File: src/rtl/alu_pkg.sv
// Shared definitions for the ALU arbiter: ALU control codes and FSM state encoding.
package alu_pkg;

    localparam logic [2:0] ALU_ADD = 3'b000;
    localparam logic [2:0] ALU_SUB = 3'b001;
    localparam logic [2:0] ALU_AND = 3'b010;
    localparam logic [2:0] ALU_OR  = 3'b011;
    localparam logic [2:0] ALU_SLT = 3'b101;

    typedef enum logic [1:0] {
        StIdle = 2'd0,
        StExec = 2'd1,
        StResp = 2'd2
    } state_e;

endpackage

File: src/rtl/rr_arb2.sv
// Two-way round-robin grant: a lone requester always wins, the pointer breaks ties.
module rr_arb2 (
    input  logic [1:0] valid,
    input  logic       ptr,
    output logic [1:0] gnt
);

    always_comb begin
        gnt[0] = valid[0] & (~valid[1] | ~ptr);
        gnt[1] = valid[1] & (~valid[0] | ptr);
    end

endmodule

File: src/rtl/alu_arbiter.sv
// Shares one external combinational ALU between two valid/ready requesters,
// with registered operands and results so the ALU path is isolated.
module alu_arbiter
    import alu_pkg::*;
#(
    parameter int unsigned WIDTH      = 32,
    parameter int unsigned PRIO_RESET = 0
) (
    input  logic             clk,
    input  logic             reset,

    input  logic             req0_valid,
    output logic             req0_ready,
    input  logic [WIDTH-1:0] req0_a,
    input  logic [WIDTH-1:0] req0_b,
    input  logic [2:0]       req0_ctrl,
    output logic             rsp0_valid,
    input  logic             rsp0_ready,
    output logic [WIDTH-1:0] rsp0_result,
    output logic             rsp0_zero,

    input  logic             req1_valid,
    output logic             req1_ready,
    input  logic [WIDTH-1:0] req1_a,
    input  logic [WIDTH-1:0] req1_b,
    input  logic [2:0]       req1_ctrl,
    output logic             rsp1_valid,
    input  logic             rsp1_ready,
    output logic [WIDTH-1:0] rsp1_result,
    output logic             rsp1_zero,

    output logic [WIDTH-1:0] alu_srca,
    output logic [WIDTH-1:0] alu_srcb,
    output logic [2:0]       alu_control,
    input  logic [WIDTH-1:0] alu_result,
    input  logic             alu_zero,

    output logic             busy
);

    localparam logic PtrReset = 1'(PRIO_RESET);

    state_e           state_q, state_d;
    logic             ptr_q;
    logic             gnt_id_q;
    logic [WIDTH-1:0] a_q, b_q, result_q;
    logic [2:0]       ctrl_q;
    logic             zero_q;

    logic [1:0]       gnt;
    logic             idle;
    logic             accept;
    logic             rsp_ready_g;

    rr_arb2 u_rr_arb2 (
        .valid ({req1_valid, req0_valid}),
        .ptr   (ptr_q),
        .gnt   (gnt)
    );

    assign idle        = (state_q == StIdle);
    assign accept      = idle & (|gnt);
    assign rsp_ready_g = gnt_id_q ? rsp1_ready : rsp0_ready;

    always_comb begin
        state_d = state_q;
        unique case (state_q)
            StIdle:  if (accept) state_d = StExec;
            StExec:  state_d = StResp;
            StResp:  if (rsp_ready_g) state_d = StIdle;
            default: state_d = StIdle;
        endcase
    end

    always_ff @(posedge clk or posedge reset) begin
        if (reset) begin
            state_q  <= StIdle;
            ptr_q    <= PtrReset;
            gnt_id_q <= 1'b0;
            a_q      <= '0;
            b_q      <= '0;
            ctrl_q   <= '0;
            result_q <= '0;
            zero_q   <= 1'b0;
        end else begin
            state_q <= state_d;
            if (accept) begin
                gnt_id_q <= gnt[1];
                // Hand priority to whichever requester was not just served.
                ptr_q    <= ~gnt[1];
                a_q      <= gnt[1] ? req1_a    : req0_a;
                b_q      <= gnt[1] ? req1_b    : req0_b;
                ctrl_q   <= gnt[1] ? req1_ctrl : req0_ctrl;
            end
            if (state_q == StExec) begin
                result_q <= alu_result;
                zero_q   <= alu_zero;
            end
        end
    end

    // Ready is gated by reset so nothing is acknowledged while reset is held.
    assign req0_ready  = gnt[0] & idle & ~reset;
    assign req1_ready  = gnt[1] & idle & ~reset;

    assign rsp0_valid  = (state_q == StResp) & ~gnt_id_q;
    assign rsp1_valid  = (state_q == StResp) &  gnt_id_q;
    assign rsp0_result = result_q;
    assign rsp1_result = result_q;
    assign rsp0_zero   = zero_q;
    assign rsp1_zero   = zero_q;

    assign alu_srca    = a_q;
    assign alu_srcb    = b_q;
    assign alu_control = ctrl_q;

    assign busy        = ~idle;

endmodule

File: config.mk
export PLATFORM = sky130hd
export DESIGN_NAME = alu_arbiter
export DESIGN_NICKNAME = d
export VERILOG_FILES = /design/src/rtl/alu_pkg.sv /design/src/rtl/rr_arb2.sv /design/src/rtl/alu_arbiter.sv
export SDC_FILE = /design/constraint.sdc
export NUM_CORES = 1
export LEC_CHECK = 0
export ABC_AREA = 1
export CAP_MARGIN = 20
export CELL_PAD_IN_SITES_DETAIL_PLACEMENT = 0
export CELL_PAD_IN_SITES_GLOBAL_PLACEMENT = 1
export CORE_UTILIZATION = 27
export CTS_CLUSTER_SIZE = 24
export DETAILED_ROUTE_END_ITERATION = 8
export GPL_ROUTABILITY_DRIVEN = 0
export PLACE_DENSITY_LB_ADDON = 0.1
export SLEW_MARGIN = 0
export SYNTH_ARGS = -nofsm -noshare
export SYNTH_HDL_FRONTEND = slang
export SYNTH_HIERARCHICAL = 1
export SYNTH_SLANG_ARGS = --single-unit
File: constraint.sdc
create_clock -name clk -period 12.4 [get_ports clk]
set_input_delay 3.72 -clock clk [delete_from_list [all_inputs] [get_ports clk]]
set_output_delay 3.72 -clock clk [all_outputs]
set_load 0.02 [all_outputs]
# ---- Word level (Yosys, flattened, before mapping)
# Index checks and enable logic that the tools add are counted.
# Widths: inputs -> output; s select.
dict set report word_totals {
  ff_bits 104
  input_bits 173
  out_inout_bits 138
  elab_cells 40
}
dict set report classes {
  eq_ne 4
  mux 7
  n_bitwise 18
  reduce_logical 3
}
# cell n
set ops {}
lappend ops {{$mux 32} 2}
lappend ops {{$and 1x1->1} 9}
lappend ops {{$not 1->1} 7}
lappend ops {{$pmux 2 s3} 1}
lappend ops {{$mux 2} 2}
lappend ops {{$mux 3} 1}
lappend ops {{$eq 2x1->1 const B} 1}
lappend ops {{$eq 2x2->1 const B} 1}
lappend ops {{$logic_not 2->1} 1}
lappend ops {{$ne 2x1->1 const B} 1}
lappend ops {{$ne 2x2->1 const B} 1}
lappend ops {{$or 1x1->1} 2}
lappend ops {{$reduce_and 2->1} 1}
lappend ops {{$reduce_or 2->1} 1}
lappend ops {{$mux 1} 1}

# ---- Longest topological paths before layout
# Gate-level depths: netlist (run 1).
dict set report depth {
  ltp_word 7
  ltp_mapped 11
  ltp_nobuf 8
}

# ---- By module
# The synthesis (run 1) kept the hierarchy.
# module instances cells_per_inst area_per_inst_um2 seq_area_each_um2
set by_module_without_submodules {}
lappend by_module_without_submodules {alu_arbiter 1 707 5143.7 2602.5}
lappend by_module_without_submodules {rr_arb2 1 5 20.0 0.0}

# ---- Worst setup path before layout (run 1)
# No wires, ideal clock.
dict set report synth_path {
  path_kind {input to output}
  from {input req0_valid}
  to {output req1_ready}
  arrival_ns 4.669
  t_required_ns 8.680
  path_slack_ns 4.011
  cell_stages 7
  path_buffers 2
  cell_sequence {inv_1 > nand2_1 > nand2_1 > buf_2 > clkbuf_1 > nand2_1 > nor2_1}
}
dict set report synth_between {
  elab_chain_len 5
}
# item line
set synth_rtl {}
lappend synth_rtl {{start: declaration} alu_arbiter.sv:12} ;# input logic req0_valid,
lappend synth_rtl {{$not 1->1} rr_arb2.sv:10} ;# gnt[1] = valid[1] & (~valid[0] | ptr);
lappend synth_rtl {{$or 1x1->1} rr_arb2.sv:10}
lappend synth_rtl {{$and 1x1->1} rr_arb2.sv:10}
lappend synth_rtl {{net gnt[1]} alu_arbiter.sv:50} ;# logic [1:0] gnt;
lappend synth_rtl {{$and 1x1->1 (2 in series)} alu_arbiter.sv:104} ;# assign req1_ready = gnt[1] & idle & ~reset;
lappend synth_rtl {{end: declaration} alu_arbiter.sv:23} ;# output logic req1_ready,
# The timed path passes the listed nets, and every way through them passes these cells.

# ---- Final worst setup path (run 1)
dict set report layout_path {
  from {input req1_valid}
  to {output req1_ready}
}
dict set report layout_between {
  elab_chain_len 3
}
# item line
set layout_rtl {}
lappend layout_rtl {{start: declaration} alu_arbiter.sv:22} ;# input logic req1_valid,
lappend layout_rtl {{$and 1x1->1} rr_arb2.sv:10}
lappend layout_rtl {{net gnt[1]} alu_arbiter.sv:50}
lappend layout_rtl {{$and 1x1->1 (2 in series)} alu_arbiter.sv:104}
# The timed path passes the listed nets, and every way through them passes these cells.

==> results of run 1 <==
==> final cells by class <==
cell class | instances | area, um2 | share of cell area, %
inverters | 8 | 32.5 | 0.386
well taps | 234 | 293 | 3.47
clock buffers | 10 | 239 | 2.84
multi-input cells | 528 | 2050 | 24.3
flip-flops and latches | 104 | 2600 | 30.9
clock inverters | 6 | 53.8 | 0.638
repair buffers | 317 | 3160 | 37.4
==> cells in the mapped netlist <==
library cell	number
nor2_2	1
nand3_1	35
buf_4	38
dfrtp_1	104
nor2_1	5
nand2_2	2
a21oi_1	1
buf_2	19
clkbuf_1	9
inv_1	4
nand2_1	482
nor2_4	2
buf_6	6
inv_2	4
==> stage by stage <==
stage	power [mW]	setup slack, ns	util [%]
floorplan	1.33	4.01	-
global placement	1.85	2.83	43.5
detailed placement	1.85	2.82	43.5
CTS	2.15	2.81	45.1
global route	2.27	2.62	45.1
finish	2.11	2.86	45.1
==> state kept, by name (all words and copies together) (netlist names) <==
register,count
ptr_q,1
alu_srca,32
rsp0_zero,1
gnt_id_q,1
rsp0_result,32
alu_control,3
alu_srcb,32
state_q,2
==> cell families after synthesis <==
logic type / after synthesis
AND/OR/NAND/NOR: 527
flip-flops: 104
buffers and inverters: 80
AO/OA/AOI/OAI: 1
==> worst max-delay path, cell delays in order <==
cell and delay (ns):
clkdlybuf4s50_1 0.50, nand2_1 0.08, nand2_2 0.06, buf_4 0.58
nand2_1 0.16, nor2_1 0.11, clkdlybuf4s50_1 0.60
==> power by group <==
part           total [mW]  internal, mW  switching, mW
registers           0.614         0.504          0.110
logic                1.21         0.527          0.683
clock network       0.282         0.145          0.138
total                2.11          1.18          0.931
==> worst max-delay path by stage <==
stage          slack, ns  depth (start not counted)         end
6_report            2.86                          7  req1_ready
5_1_grt             2.62                          7  req1_ready
4_1_cts             2.81                          7  req1_ready
3_5_place_dp        2.82                          7  req1_ready
3_3_place_gp        2.83                          7  req1_ready
2_1_floorplan       4.01                          7  req1_ready
==> layer usage <==
layer	global-route usage [%]	part of all wire, %	vias to the layer above
li1	-	-	2624
met3	5.88	7.4	13
met1	22.0	43	2307
met2	30.6	48	197
met5	0	0	-
met4	4.05	1.2	0
==> results.ini, run 1 <==
[final_layout]
drive_gt1_share_pct = 3.49
layout_common_cells = nand2_1, clkdlybuf4s50_1, dfrtp_1
fill_cells = 1937
layout.nets = 1141
syn2layout_area_growth_pct = 63.2
instances_no_fill = 1207
final_common_cell = nand2_1
finalInstanceArea_um2 = 8430
diodes = 0

[timing]
tightestPinTransition_ns = 0.913
tns_ns = 0
fin_skew_ns = 0.00783
min_period_ns = 9.54
setup_viol = 0
whs_ns = 0.478
drv_slew = 0
grt_setup_unrepaired = no
period_share_pct = 76.9
relSlewSlack_pct = 39.1
finalHoldViolCount = 0
max_freq_ghz = 0.105

[clocking]
cts_max_level = 3
cts-root-buf = clkbuf_16
cts-hold-fix-buffers = 0
clk_pin_slew_ns = 0.07
cts_tree = yes
clockBufferDepth = 2
numClockSinks = 104
insertion_delay_ns = 0.35
cts_setup_buffers = 0
post_cts_resized = 0
cts_buffers = 9

[power]
power_density_nw_per_um2 = 250
power_leakage_nw = 4.20
irDropWorstVdd_mv = 0.0712

[grt]
grt_pass1_vias = 4954
grt-ovfl-total = 0
grt_pass1_wl_um = 27400
grtUsageTotal_pct = 18.0
grt_max_degree = 71
grt_antenna_before_repair = 0

[critical_path]
reg2reg_slack_ns = 9.69
worst-path-max-fanout = 70
arrival_ns = 5.82
cp_data_required_time_ns = 8.68
endpoint_kind = output port
r2r-end = alu_srcb[27]$_DFFE_PP0P_
cp-start-kind = input port
worstSetupStartpoint = req1_valid
crit_type = in -> out
reg2reg_from = ptr_q$_DFFE_PP0P_
ff2ff_path_depth = 10

[logic_synthesis]
synth_area_leader_cell = dfrtp_1
synth_compound_area_share_pct = 0.0969
syn_nets = 885
synthAdderAreaFrac_pct = 0
synth-seq-cells = 104
synthCells = 712
synth_top_family_by_area = simple AND/OR/NAND/NOR gates
yosysUniqueCellTypes = 14
synth_simple_gate_area_share_pct = 39.6
post-synth-top-area-fraction_pct = 50.4
synth.avg_cell_area_um2 = 7.25
ys_top_cells_by_area = dfrtp_1, nand2_1, buf_4
synthXorXnorAreaFrac_pct = 0
syn_area_um2 = 5160
synth_warnings = 6
yosysSeqAreaShare_pct = 50.4
synthMuxAreaShare_pct = 0

[drt]
drt_first_pass_iters = 5
drt_iter0_drc = 167
vias = 5141
drc_errors = 0
routed_via_density = 4.26
routed_wl_um = 17300
routedWlPerCell_um = 14.3
ant_nets = 0

[placed_design]
placedCellCount = 1191
io_buffers = 310
placed_cell_area_um2 = 8140
hpwlAfterDp_um = 12000

[min_path]
min_path_cells = 2
min_to = alu_srcb[24]$_DFFE_PP0P_
min-delay-start = alu_srcb[24]$_DFFE_PP0P_
holdCritPathClass = reg -> reg

[floorplanning]
dieHeight_um = 140
die_width_um = 140
row_count = 50
core-area_um2 = 18700
start_util_pct = 27.6
pin_count = 311
dieArea_um2 = 19700

[outcome]
run_status = completed

[run]
cap_violations = 0

(Power assumes the default switching activity.)
==> run 2: changes to the inputs <==
--- a/config.mk
+++ b/config.mk
@@ -9,7 +9,7 @@
 export CAP_MARGIN = 20
 export CELL_PAD_IN_SITES_DETAIL_PLACEMENT = 0
 export CELL_PAD_IN_SITES_GLOBAL_PLACEMENT = 1
-export CORE_UTILIZATION = 27
+export CORE_UTILIZATION = 25
 export CTS_CLUSTER_SIZE = 24
 export DETAILED_ROUTE_END_ITERATION = 8
 export GPL_ROUTABILITY_DRIVEN = 0
==> constraint.sdc (replaced) <==
create_clock -name clk -period 9.6 [get_ports clk]
set_input_delay 2.88 -clock clk [delete_from_list [all_inputs] [get_ports clk]]
set_output_delay 2.88 -clock clk [all_outputs]
set_load 0.02 [all_outputs]
==> run 2 against run 1 <==
  * First-iteration DRC count down 7.2%
  * Sequential power up 28%
  * Clock-buffer cell count stayed put
  * Largest power group unchanged
==> results.ini, run 2 (same netlist as run 1, synthesis figures left out) <==
[critical_path]
endpoint_kind = output port  ; unchanged
arrival_ns = 4.58  ; was 5.82 ns
worst-path-max-fanout = 4  ; was 70
cp_data_required_time_ns = 6.72  ; was 8.68 ns
crit_type = in -> out  ; unchanged
cp-start-kind = input port  ; unchanged

[timing]
worst_slack_ns = 2.14  ; was 2.86 ns
max_freq_ghz = 0.134
setup_viol = 0  ; unchanged
relSlewSlack_pct = 48.3  ; was 39.1%
tightestPinTransition_ns = 0.775  ; was 0.913 ns
finalHoldViolCount = 0  ; unchanged
period_share_pct = 77.8
drv_slew = 0  ; unchanged
grt_setup_unrepaired = no  ; unchanged
whs_ns = 0.480  ; was 0.478 ns
min_period_ns = 7.46
tns_ns = 0  ; unchanged
fin_skew_ns = 0.00920  ; was 0.00783 ns

[grt]
grt_max_degree = 70  ; was 71
grt_antenna_before_repair = 0  ; unchanged
grt_pass1_vias = 4844  ; was 4954
grt-ovfl-total = 0  ; unchanged
grt_pass1_wl_um = 27100  ; was 27400 um
grtUsageTotal_pct = 16.3  ; was 18.0%

[final_layout]
final_common_cell = nand2_1  ; unchanged
syn2layout_area_growth_pct = 63.9  ; was 63.2%
drive_gt1_share_pct = 3.49  ; unchanged
layout.nets = 1141  ; unchanged
layout_common_cells = nand2_1, clkdlybuf4s50_1, dfrtp_1  ; unchanged
diodes = 0  ; unchanged
final_util_pct = 41.8  ; was 45.1%
instances_no_fill = 1243  ; was 1207
finalInstanceArea_um2 = 8460  ; was 8430 um2

[clocking]
cts-hold-fix-buffers = 0  ; unchanged
cts_tree = yes  ; unchanged
clk_pin_slew_ns = 0.07  ; about the same
cts_setup_buffers = 0  ; unchanged
cts-root-buf = clkbuf_16  ; unchanged
cts_max_level = 3  ; unchanged
clockBufferDepth = 2  ; unchanged
insertion_delay_ns = 0.34  ; was 0.35 ns
post_cts_resized = 0  ; unchanged
cts_buffers = 9  ; unchanged
numClockSinks = 104  ; unchanged

[floorplanning]
dieArea_um2 = 21200  ; was 19700 um2
pin_count = 311  ; unchanged
dieHeight_um = 146  ; was 140 um
core-area_um2 = 20200  ; was 18700 um2
die_width_um = 146  ; was 140 um
row_count = 52  ; was 50
start_util_pct = 25.5  ; was 27.6%

[min_path]
holdCritPathClass = reg -> reg  ; unchanged

[outcome]
run_status = completed  ; unchanged

[placed_design]
place_ws_ns = 2.12  ; was 2.82 ns
hpwlAfterDp_um = 11900  ; was 12000 um
placed_cell_area_um2 = 8180  ; was 8140 um2
io_buffers = 310  ; unchanged
placedCellCount = 1227  ; was 1191

[power]
total_power_mw = 2.71  ; was 2.11 mW
power_leakage_nw = 4.20  ; about the same
power_density_nw_per_um2 = 320  ; was 250 nW/um2
irDropWorstVdd_mv = 0.142  ; was 0.0712 mV

[drt]
vias = 5074  ; was 5141
routedWlPerCell_um = 13.7  ; was 14.3 um
drc_errors = 0  ; unchanged
routed_via_density = 4.08  ; was 4.26
drt_iter0_drc = 155  ; was 167
drt_first_pass_iters = 4  ; was 5
routed_wl_um = 17000  ; was 17300 um
ant_nets = 0  ; unchanged

[run]
cap_violations = 0  ; unchanged

==> run 2: critical path, stage by stage <==
cell	delay, ns
clkdlybuf4s50_1	0.45
a21oi_1	0.36
nand2_1	0.18
nor2_1	0.11
clkdlybuf4s50_1	0.61
==> run 2: path summary, 6_finish.rpt <==
path | startpoint | end | slack [ns] | depth (start not counted)
setup reg to reg | ptr_q$_DFFE_PP0P_ | alu_srca[13]$_DFFE_PP0P_ | 6.49 | 10
hold / removal | alu_control[2]$_DFFE_PP0P_ | alu_control[2]$_DFFE_PP0P_ | 0.48 | 2
hold reg to reg | alu_control[2]$_DFFE_PP0P_ | alu_control[2]$_DFFE_PP0P_ | 0.48 | 2
setup / recovery | req1_valid | req0_ready | 2.14 | 5
min in group asynchronous | reset | alu_srcb[2]$_DFFE_PP0P_ | 3.02 | 2
max in group asynchronous | reset | alu_srcb[23]$_DFFE_PP0P_ | 5.36 | 3
==> run 2: layout make-up <==
class | count | area (um2)
clock buffer | 10 | 239
clock inverter | 6 | 43.8
fill | 2126 | 11800
inverter | 8 | 32.5
multi-input combinational | 528 | 2050
sequential | 104 | 2600
tap | 270 | 338
timing repair buffer | 317 | 3160
==> run 2: routing by layer <==
| layer | share of wire (%) | up-vias | GRT usage, % |
|---|---|---|---|
| met5 | 0 | - | 0 |
| met4 | 1.6 | 0 | 5.26 |
| li1 | - | 2619 | - |
| met1 | 44 | 2253 | 21.1 |
| met2 | 46 | 187 | 25.9 |
| met3 | 8.4 | 15 | 5.17 |
==> run 2: report_power, final <==
part / internal [mW] / total [mW] / leakage [nW] / switching, mW
Clock: 0.184 / 0.355 / 0.139 / 0.171
Combinational: 0.680 / 1.57 / 2.76 / 0.890
Sequential: 0.651 / 0.784 / 1.29 / 0.132
Total: 1.52 / 2.71 / 4.20 / 1.19
==> run 3: changes to the inputs <==
--- a/config.mk
+++ b/config.mk
@@ -9,7 +9,7 @@
 export CAP_MARGIN = 20
 export CELL_PAD_IN_SITES_DETAIL_PLACEMENT = 0
 export CELL_PAD_IN_SITES_GLOBAL_PLACEMENT = 1
-export CORE_UTILIZATION = 25
+export CORE_UTILIZATION = 23
 export CTS_CLUSTER_SIZE = 24
 export DETAILED_ROUTE_END_ITERATION = 8
 export GPL_ROUTABILITY_DRIVEN = 0
==> constraint.sdc (replaced) <==
create_clock -name clk -period 6 [get_ports clk]
set_input_delay 1.8 -clock clk [delete_from_list [all_inputs] [get_ports clk]]
set_output_delay 1.8 -clock clk [all_outputs]
set_load 0.02 [all_outputs]
==> run 3 against run 2 <==
  * Final area grew 0.40%
  * Combinational power up 61%
  * Cell count is 0.88% higher
  * Core utilization down 3.0 points
  * Total power up 62%
  * Global-route usage down 0.53 points
  * Non-clock buffer count rose by 2
  * Via count increased by 0.16%
  * Sequential share of layout area fell by 0.12 points
  * Critical path type unchanged
  * First-iteration DRC count up 41%
  * Routed wire length up 6.7%
  * Clock-buffer cell count increased by 2
==> results.ini, run 3 (same netlist as run 1, synthesis figures left out) <==
[floorplanning]
start_util_pct = 23.6  ; was 25.5%
dieHeight_um = 152  ; was 146 um
pin_count = 311  ; unchanged
core-area_um2 = 21900  ; was 20200 um2
row_count = 54  ; was 52
die_width_um = 152  ; was 146 um
dieArea_um2 = 23100  ; was 21200 um2

[critical_path]
crit_type = in -> out  ; unchanged
worst-path-max-fanout = 4  ; unchanged
endpoint_kind = output port  ; unchanged
slowest_delay_ns = 0.61  ; about the same
cp_top_family = buffers and inverters  ; unchanged
path_cells = clkdlybuf4s50_1 > inv_1 > a21oi_1 > nand2_1 > nor2_1 > clkdlybuf4s50_1  ; was clkdlybuf4s50_1 > a21oi_1 > nand2_1 > nor2_1 > clkdlybuf4s50_1
cp_data_required_time_ns = 4.20  ; was 6.72 ns
path_common_cell = clkdlybuf4s50_1  ; unchanged
worst-path-buf-inv = 3  ; was 2
arrival_ns = 3.56  ; was 4.58 ns
cp-start-kind = input port  ; unchanged
cp_slowest_cell = clkdlybuf4s50_1  ; unchanged

[final_layout]
syn2layout_area_growth_pct = 64.6  ; was 63.9%
layout.nets = 1143  ; was 1141
final_common_cell = nand2_1  ; unchanged
drive_gt1_share_pct = 3.39  ; was 3.49%
final_util_pct = 38.8  ; was 41.8%
diodes = 0  ; unchanged
layout_common_cells = nand2_1, clkdlybuf4s50_1, dfrtp_1  ; unchanged
fill_cells = 2326  ; was 2126

[clocking]
cts_tree = yes  ; unchanged
cts_buffers = 9  ; unchanged
insertion_delay_ns = 0.35  ; was 0.34 ns
cts_max_level = 3  ; unchanged
post_cts_resized = 0  ; unchanged
numClockSinks = 104  ; unchanged
cts-root-buf = clkbuf_16  ; unchanged
cts-hold-fix-buffers = 0  ; unchanged
cts_setup_buffers = 0  ; unchanged
clk_pin_slew_ns = 0.07  ; about the same
clockBufferDepth = 2  ; unchanged

[drt]
routed_wl_um = 18100  ; was 17000 um
routed_via_density = 4.05  ; was 4.08
routedWlPerCell_um = 14.5  ; was 13.7 um
drt_iter0_drc = 219  ; was 155
drt_first_pass_iters = 4  ; unchanged
vias = 5082  ; was 5074
drc_errors = 0  ; unchanged
ant_nets = 0  ; unchanged

[power]
p_seq_share_pct = 28.9  ; about the same
irDropWorstVdd_mv = 0.169  ; was 0.142 mV
power.internal_mw = 2.47  ; was 1.52 mW
clkPwrFrac_pct = 13.6  ; was 13.1%
switching_share_pct = 43.7  ; was 44.1%
power_density_nw_per_um2 = 516  ; was 320 nW/um2
comb_power_share_pct = 57.5  ; was 58.0%
power_leakage_nw = 4.20  ; about the same
p_sw_mw = 1.92  ; was 1.19 mW

[timing]
tightestPinTransition_ns = 0.928  ; was 0.775 ns
finalHoldViolCount = 0  ; unchanged
period_share_pct = 89.4
max_freq_ghz = 0.186
grt_setup_unrepaired = no  ; unchanged
drv_slew = 0  ; unchanged
tns_ns = 0  ; unchanged
fin_skew_ns = 0.00844  ; was 0.00920 ns
relSlewSlack_pct = 37.9  ; was 48.3%
setup_viol = 0  ; unchanged
min_period_ns = 5.36

[grt]
grtUsageTotal_pct = 15.8  ; was 16.3%
grt_max_degree = 70  ; unchanged
grt_pass1_wl_um = 28700  ; was 27100 um
grt_pass1_vias = 4910  ; was 4844
use_met3_pct = 5.45  ; was 5.17%
grtUsageMet1_pct = 20.8  ; was 21.1%
met2_usage_pct = 24.9  ; was 25.9%
grt_antenna_before_repair = 0  ; unchanged
busiest_layer = met2  ; unchanged
grt-ovfl-total = 0  ; unchanged

[placed_design]
io_buffers = 310  ; unchanged
hpwlAfterDp_um = 12600  ; was 11900 um

[outcome]
run_status = completed  ; unchanged

[min_path]
holdCritPathClass = reg -> reg  ; unchanged

[run]
cap_violations = 0  ; unchanged

-- run 3: worst paths after layout --
check                                              start                          to  cells after the start  slack (ns)
worst max-delay path                          req0_valid                  req0_ready                      6        0.64
worst min-delay path            alu_srcb[19]$_DFFE_PP0P_    alu_srcb[19]$_DFFE_PP0P_                      2        0.48
worst max register to register         ptr_q$_DFFE_PP0P_    alu_srcb[21]$_DFFE_PP0P_                      9        3.45
worst min register to register  alu_srcb[19]$_DFFE_PP0P_    alu_srcb[19]$_DFFE_PP0P_                      2        0.48
max in group asynchronous                          reset    alu_srca[18]$_DFFE_PP0P_                      3        3.19
min in group asynchronous                          reset  rsp0_result[0]$_DFFE_PP0N_                      2        1.88
-- run 3: layer usage --
layer  part of all wire (%)  wire length [um]  vias up
li1                       -                 -     2626
met1                     45              8210     2262
met2                     46              8350      186
met3                    7.9              1440        8
met4                   0.71               129        0
met5                      0                 0        -
-- run 3: metrics by stage --
step / hold WS (ns) / area (um2) / cells / total power [mW] / setup WS, ns
floorplan: 0.463 / 5160 / 712 / 2.75 / 1.45
global placement: 0.460 / 8210 / 1239 / 3.84 / 0.643
detailed placement: 0.464 / 8210 / 1239 / 3.85 / 0.633
CTS: 0.484 / 8500 / 1254 / 4.47 / 0.630
global route: 0.494 / 8500 / 1254 / 4.73 / 0.497
finish: 0.478 / 8500 / 1254 / 4.38 / 0.637
-- run 3: final cells by class --
class	instances	area [um2]	share of cell area, %
sequential	104	2600	30.6
clock inverter	3	42.5	0.501
multi-input combinational	528	2050	24.1
clock buffer	12	246	2.90
tap	280	350	4.12
timing repair buffer	319	3170	37.3
inverter	8	32.5	0.383
-- run 3: worst register-to-register path: stages, from the launching register on --
cell and delay [ns]:
dfrtp_1 0.36, nand2_1 0.07, nand2_2 0.07, buf_4 0.60, inv_2 0.07, nand2_1 0.09
nand2_2 0.53, buf_4 0.50, nand2_1 0.10, nand2_1 0.05
-- run 3: power groups by stage --
| stage | clock (mW) | combinational [mW] | sequential, mW |
|---|---|---|---|
| after floorplan | 0 | 1.12 | 1.63 |
| after global placement | 0 | 2.57 | 1.27 |
| after detailed placement | 0 | 2.57 | 1.28 |
| after CTS | 0.620 | 2.58 | 1.27 |
| after global routing | 0.654 | 2.75 | 1.32 |
| final | 0.598 | 2.52 | 1.27 |
==> RTL edit 1, RTL diff (settings of run 1) <==
Make the reset (`reset`) synchronous in one clocked block.
--- a/src/rtl/alu_arbiter.sv
+++ b/src/rtl/alu_arbiter.sv
@@ -74,3 +74,3 @@
 
-    always_ff @(posedge clk or posedge reset) begin
+    always_ff @(posedge clk) begin
         if (reset) begin
Behaviour: differs if reset is asserted again (counterexample within 4 cycles, from zero or initial values and one cycle with reset high); with reset held inactive, the same outputs for 10 cycles.
==> RTL edit 1 against run 1 <==
- wire length decreased by 2.6%
- fmax grew 3.2%
- final area fell by 4.8%
- clock skew shrank 0.0023 ns
- worst setup slack gained 0.30 ns
- utilization up 1.5 points
- die area is 7.7% lower
- sequential cell count stayed put
- cell count shrank 0.83%
- area after synthesis fell by 7.8%
Power is not compared: it rests on default switching activity, and its combinational part moved more than twofold at a synthesized area within 25%.
==> RTL edit 1: results (changes against run 1) <==
- Mapped Nets: 893 (+0.90%)
- Global Route Usage Sum: 18.5% (+0.54 points)
- Drt initial violations: 184 (+10%)
- Antenna diodes: 0 (unchanged)
- Async S/R FF share, synth: 0% (-100 points)
- Cts bufs inserted: 9 (unchanged)
- First-pass GRT wire length: 25900 um (-5.5%)
- Outcome: complete, no violations
- CP max stage delay: 0.56 ns (-0.04 ns)
- CP max stage cell: clkdlybuf4s50_1
- Layout Nets: 1140 (-0.088%)
- Synth warn: 6 (unchanged)
- Largest net degree at the start of global routing: 70 (-1.4%)
- DP HPWL: 11700 um (-2.9%)
- PostCTS Resize Cnt: 0 (unchanged)
- I/O Buffers: 310 (unchanged)
- Clock transition at path regs: 0.07 ns (about the same)
- Root buffer cell: clkbuf_16
- CP Max Fanout: 42 (-40%)
- Post-CTS setup buffer count: 0 (unchanged)
- Fillers: 1827 (-5.7%)
- Post-synthesis sequential area ratio: 43.7% (-6.7 points)
- Critical Path AT: 5.52 ns (-0.30 ns)
- Drt first pass iters: 6 (+1)
- CTS H-tree lvls: 3 (unchanged)
- Yosys cell types: 18 (+4)
- Final slew viol count: 0 (unchanged)
- Final ANT Viol Nets: 0 (unchanged)
- Max transition margin: 32.0% (-7.2 points)
- Antenna violations before repair: 0 (unchanged)
- Met2 Usage GRT: 31.4% (+0.81 points)
- M1 GR Usage: 22.1% (+0.036 points)
- Met3 global-route usage: 5.63% (-0.25 points)
- Synth area leaders: dfxtp_1 44%, nand2_1 27%, a21oi_1 7.5%
- Clock Skews: 0.00556 ns (-0.00227 ns)
- Share of post-route cells with drive strength above 1: 3.19% (-0.31 points)
- Max rail drop VDD: 62.8 uV
- Leak Pwr: 3.35 nW
- CP delay by family, top: buffers and inverters
- Post-DP Area: 7670 sq um (-5.7%)
- Worst-Skew Late Latency: 0.35 ns (about the same)
- Routed Wire Length: 16800 um (-2.6%)
- Vias/cell: 4.30 (+0.93%)
- Worst Hold Class: register to register
- Ys flop type: dfxtp_1
- Vias in the first global route: 4811 (-2.9%)
- Clk buf depth: 2 (unchanged)
- Synth top cells by count: 344 x nand2_1, 104 x dfxtp_1, 74 x nor2_1
RTL edit 1: metrics by stage:
step / instances / power (mW) / hold slack, ns / util [%] / worst slack (ns)
after floorplan: 720 / 0.594 / 0.459 / - / 4.02
after global placement: 1181 / 0.756 / 0.452 / 44.5 / 3.14
after detailed placement: 1181 / 0.757 / 0.455 / 44.5 / 3.12
after CTS: 1197 / 1.10 / 0.467 / 46.6 / 3.11
after global routing: 1197 / 1.14 / 0.483 / 46.6 / 3.03
final: 1197 / 1.08 / 0.464 / 46.6 / 3.16
RTL edit 1: where the power goes:
part	total [mW]	switching (mW)	leakage [nW]	internal, mW
Sequential	0.394	0.0225	0.855	0.372
Clock	0.334	0.130	0.169	0.204
Combinational	0.349	0.185	2.33	0.165
Total	1.08	0.337	3.35	0.740
RTL edit 1: cell type report:
class | count | share of cell area [%]
timing repair buffer | 315 | 39.1
multi-input combinational | 528 | 26.6
sequential | 104 | 25.9
tap | 225 | 3.51
clock buffer | 10 | 2.98
clock inverter | 6 | 1.43
inverter | 9 | 0.437
RTL edit 1: kinds of logic (layout without fill, tap and decap cells):
group	Yosys count	count (layout)	share of synthesized area (%)
and+or+nand+nor	424	424	33.9
AOI/OAI and AO/OA	104	104	10.9
DFF	104	104	43.7
buffers and inverters	88	340	11.4
RTL edit 1: per-layer routing:
metal  wire length (um)  up-vias
met3               1380       20
met2               7940      187
met4                321        0
li1                   -     2700
met5                  0        -
met1               7180     2239
RTL edit 1: final timing paths:
check                                   from           end  slack, ns  depth (start not counted)
worst max register to register         ptr_q  alu_srca[14]       9.62                          8
worst min register to register  alu_srcb[15]  alu_srcb[15]       0.46                          2
worst max-delay path                   reset    req0_ready       3.16                          4
worst min-delay path            alu_srcb[15]  alu_srcb[15]       0.46                          2
RTL edit 1: worst reg2reg max path: cells and delay by family, from the launching register on:
kind / cells / cell delay (ns)
buf+inv: 2 / 1.12
simple gates: 5 / 1.10
flops: 1 / 0.36
compound gates: 1 / 0.13
==> RTL edit 2, RTL diff (config.mk and constraints of run 1) <==
Made on the original files. Set the parameter `WIDTH` to 36 (it was 32).
--- a/src/rtl/alu_arbiter.sv
+++ b/src/rtl/alu_arbiter.sv
@@ -5,3 +5,3 @@
 #(
-    parameter int unsigned WIDTH      = 32,
+    parameter int unsigned WIDTH      = 36,
     parameter int unsigned PRIO_RESET = 0
Interface: changed (9 resized); port bits go from 311 to 347. The function was not compared with the original's and may differ.
==> RTL edit 2 against run 1 <==
- final area is 14% higher
- power is 19% higher
- sequential cell count is 12 higher
- area after synthesis is 11% higher
- worst setup slack better by 0.46 ns
- utilization is 1.7 points higher
- via count is 12% higher
- wire length is 17% higher
- critical path type unchanged
==> RTL edit 2: results (changes against run 1) <==
- R2r endpoint: alu_srca[0]
- Routed Wire Length: 20300 um (+17%)
- Synth area leaders: dfrtp_1 51%, nand2_1 35%, buf_4 6.8%
- Drt first pass iters: 4 (-1)
- Hold slack: 0.472 ns (-0.00553 ns)
- Cts bufs inserted: 17 (+8)
- Antenna diodes: 0 (unchanged)
- Worst-Skew Late Latency: 0.41 ns (+0.06 ns)
- Hold path endpoint: alu_srca[9]
- Layout Nets: 1277 (+12%)
- Max transition margin: 37.9% (-1.2 points)
- CP max stage cell: clkdlybuf4s50_1
- Post-DP Area: 9060 sq um (+11%)
- Clock Skews: 0.00838 ns (+0.000554 ns)
- Combinational fraction of design power: 54.0% (-3.4 points)
- Leak Pwr: 4.79 nW (+14%)
- CTS H-tree lvls: 4 (+1)
- Power in the clock group: 471 uW (+67%)
- Clk pwr share: 18.8% (+5.4 points)
- Crit path capture: req0_ready
- Synth top cells by count: 539 x nand2_1, 116 x dfrtp_1, 52 x buf_4
- Yosys cell types: 13 (-1)
- Vias in the first global route: 5529 (+12%)
- Flop2flop setup slack: 9.24 ns (-0.45 ns)
- Largest net degree at the start of global routing: 78 (+9.9%)
- Post-Synthesis Cells: 794 (+12%)
- Critical Path AT: 5.36 ns (-0.46 ns)
- Outcome: complete, no violations
- Vias/cell: 4.23 (-0.73%)
- Switching Share: 42.0% (-2.2 points)
- Crit path launch: req0_valid
- Clock transition at path regs: 0.05 ns (-0.02 ns)
- DR vias: 5763 (+12%)
- Max rail drop VDD: 83.1 uV (+17%)
- DP HPWL: 14200 um (+18%)
- Global Route Usage Sum: 18.7% (+0.74 points)
- I/O Buffers: 346 (+12%)
- First-pass GRT wire length: 31300 um (+14%)
- Post-synthesis sequential area ratio: 50.6% (+0.21 points)
- Mapped Nets: 987 (+12%)
- Hold path startpoint: alu_srca[9]
- Worst hold path cell count: 2 (unchanged)
- Min Clock Period, post-route: 9.08 ns (-0.462 ns)
- Fillers: 2113 (+9.1%)
- Drt initial violations: 218 (+31%)
- Pre-CTS WS: 3.33 ns (+0.510 ns)
- Share of post-route cells with drive strength above 1: 3.66% (+0.17 points)
- CP Max Fanout: 4 (-94%)
[RTL edit 2: cell count changes after synthesis, sizes merged]
cell | before | now
buf | 63 | 75
dfrtp | 104 | 116
clkbuf | 9 | 7
nand3 | 35 | 39
nand2 | 484 | 540
[RTL edit 2: cell type report]
class	count	area, sq um	share of cell area, %
clock buffer	22	474	4.93
clock inverter	6	80.1	0.833
inverter	8	32.5	0.338
multi-input combinational	588	2270	23.6
sequential	116	2900	30.2
tap	270	338	3.51
timing repair buffer	353	3520	36.6
[RTL edit 2: kinds of logic after synthesis]
logic type | count (synthesis) | share of synthesized area (%)
simple gates | 587 | 39.4
flops | 116 | 50.6
buf+inv | 90 | 9.90
compound gates | 1 | 0.0872
[RTL edit 2: per-layer routing]
layer | global-route usage (%) | share of wire [%] | up-vias
li1 | - | - | 2935
met1 | 22.3 | 41 | 2580
met2 | 31.6 | 49 | 224
met3 | 6.54 | 8.3 | 24
met4 | 5.82 | 1.6 | 0
met5 | 0 | 0 | -
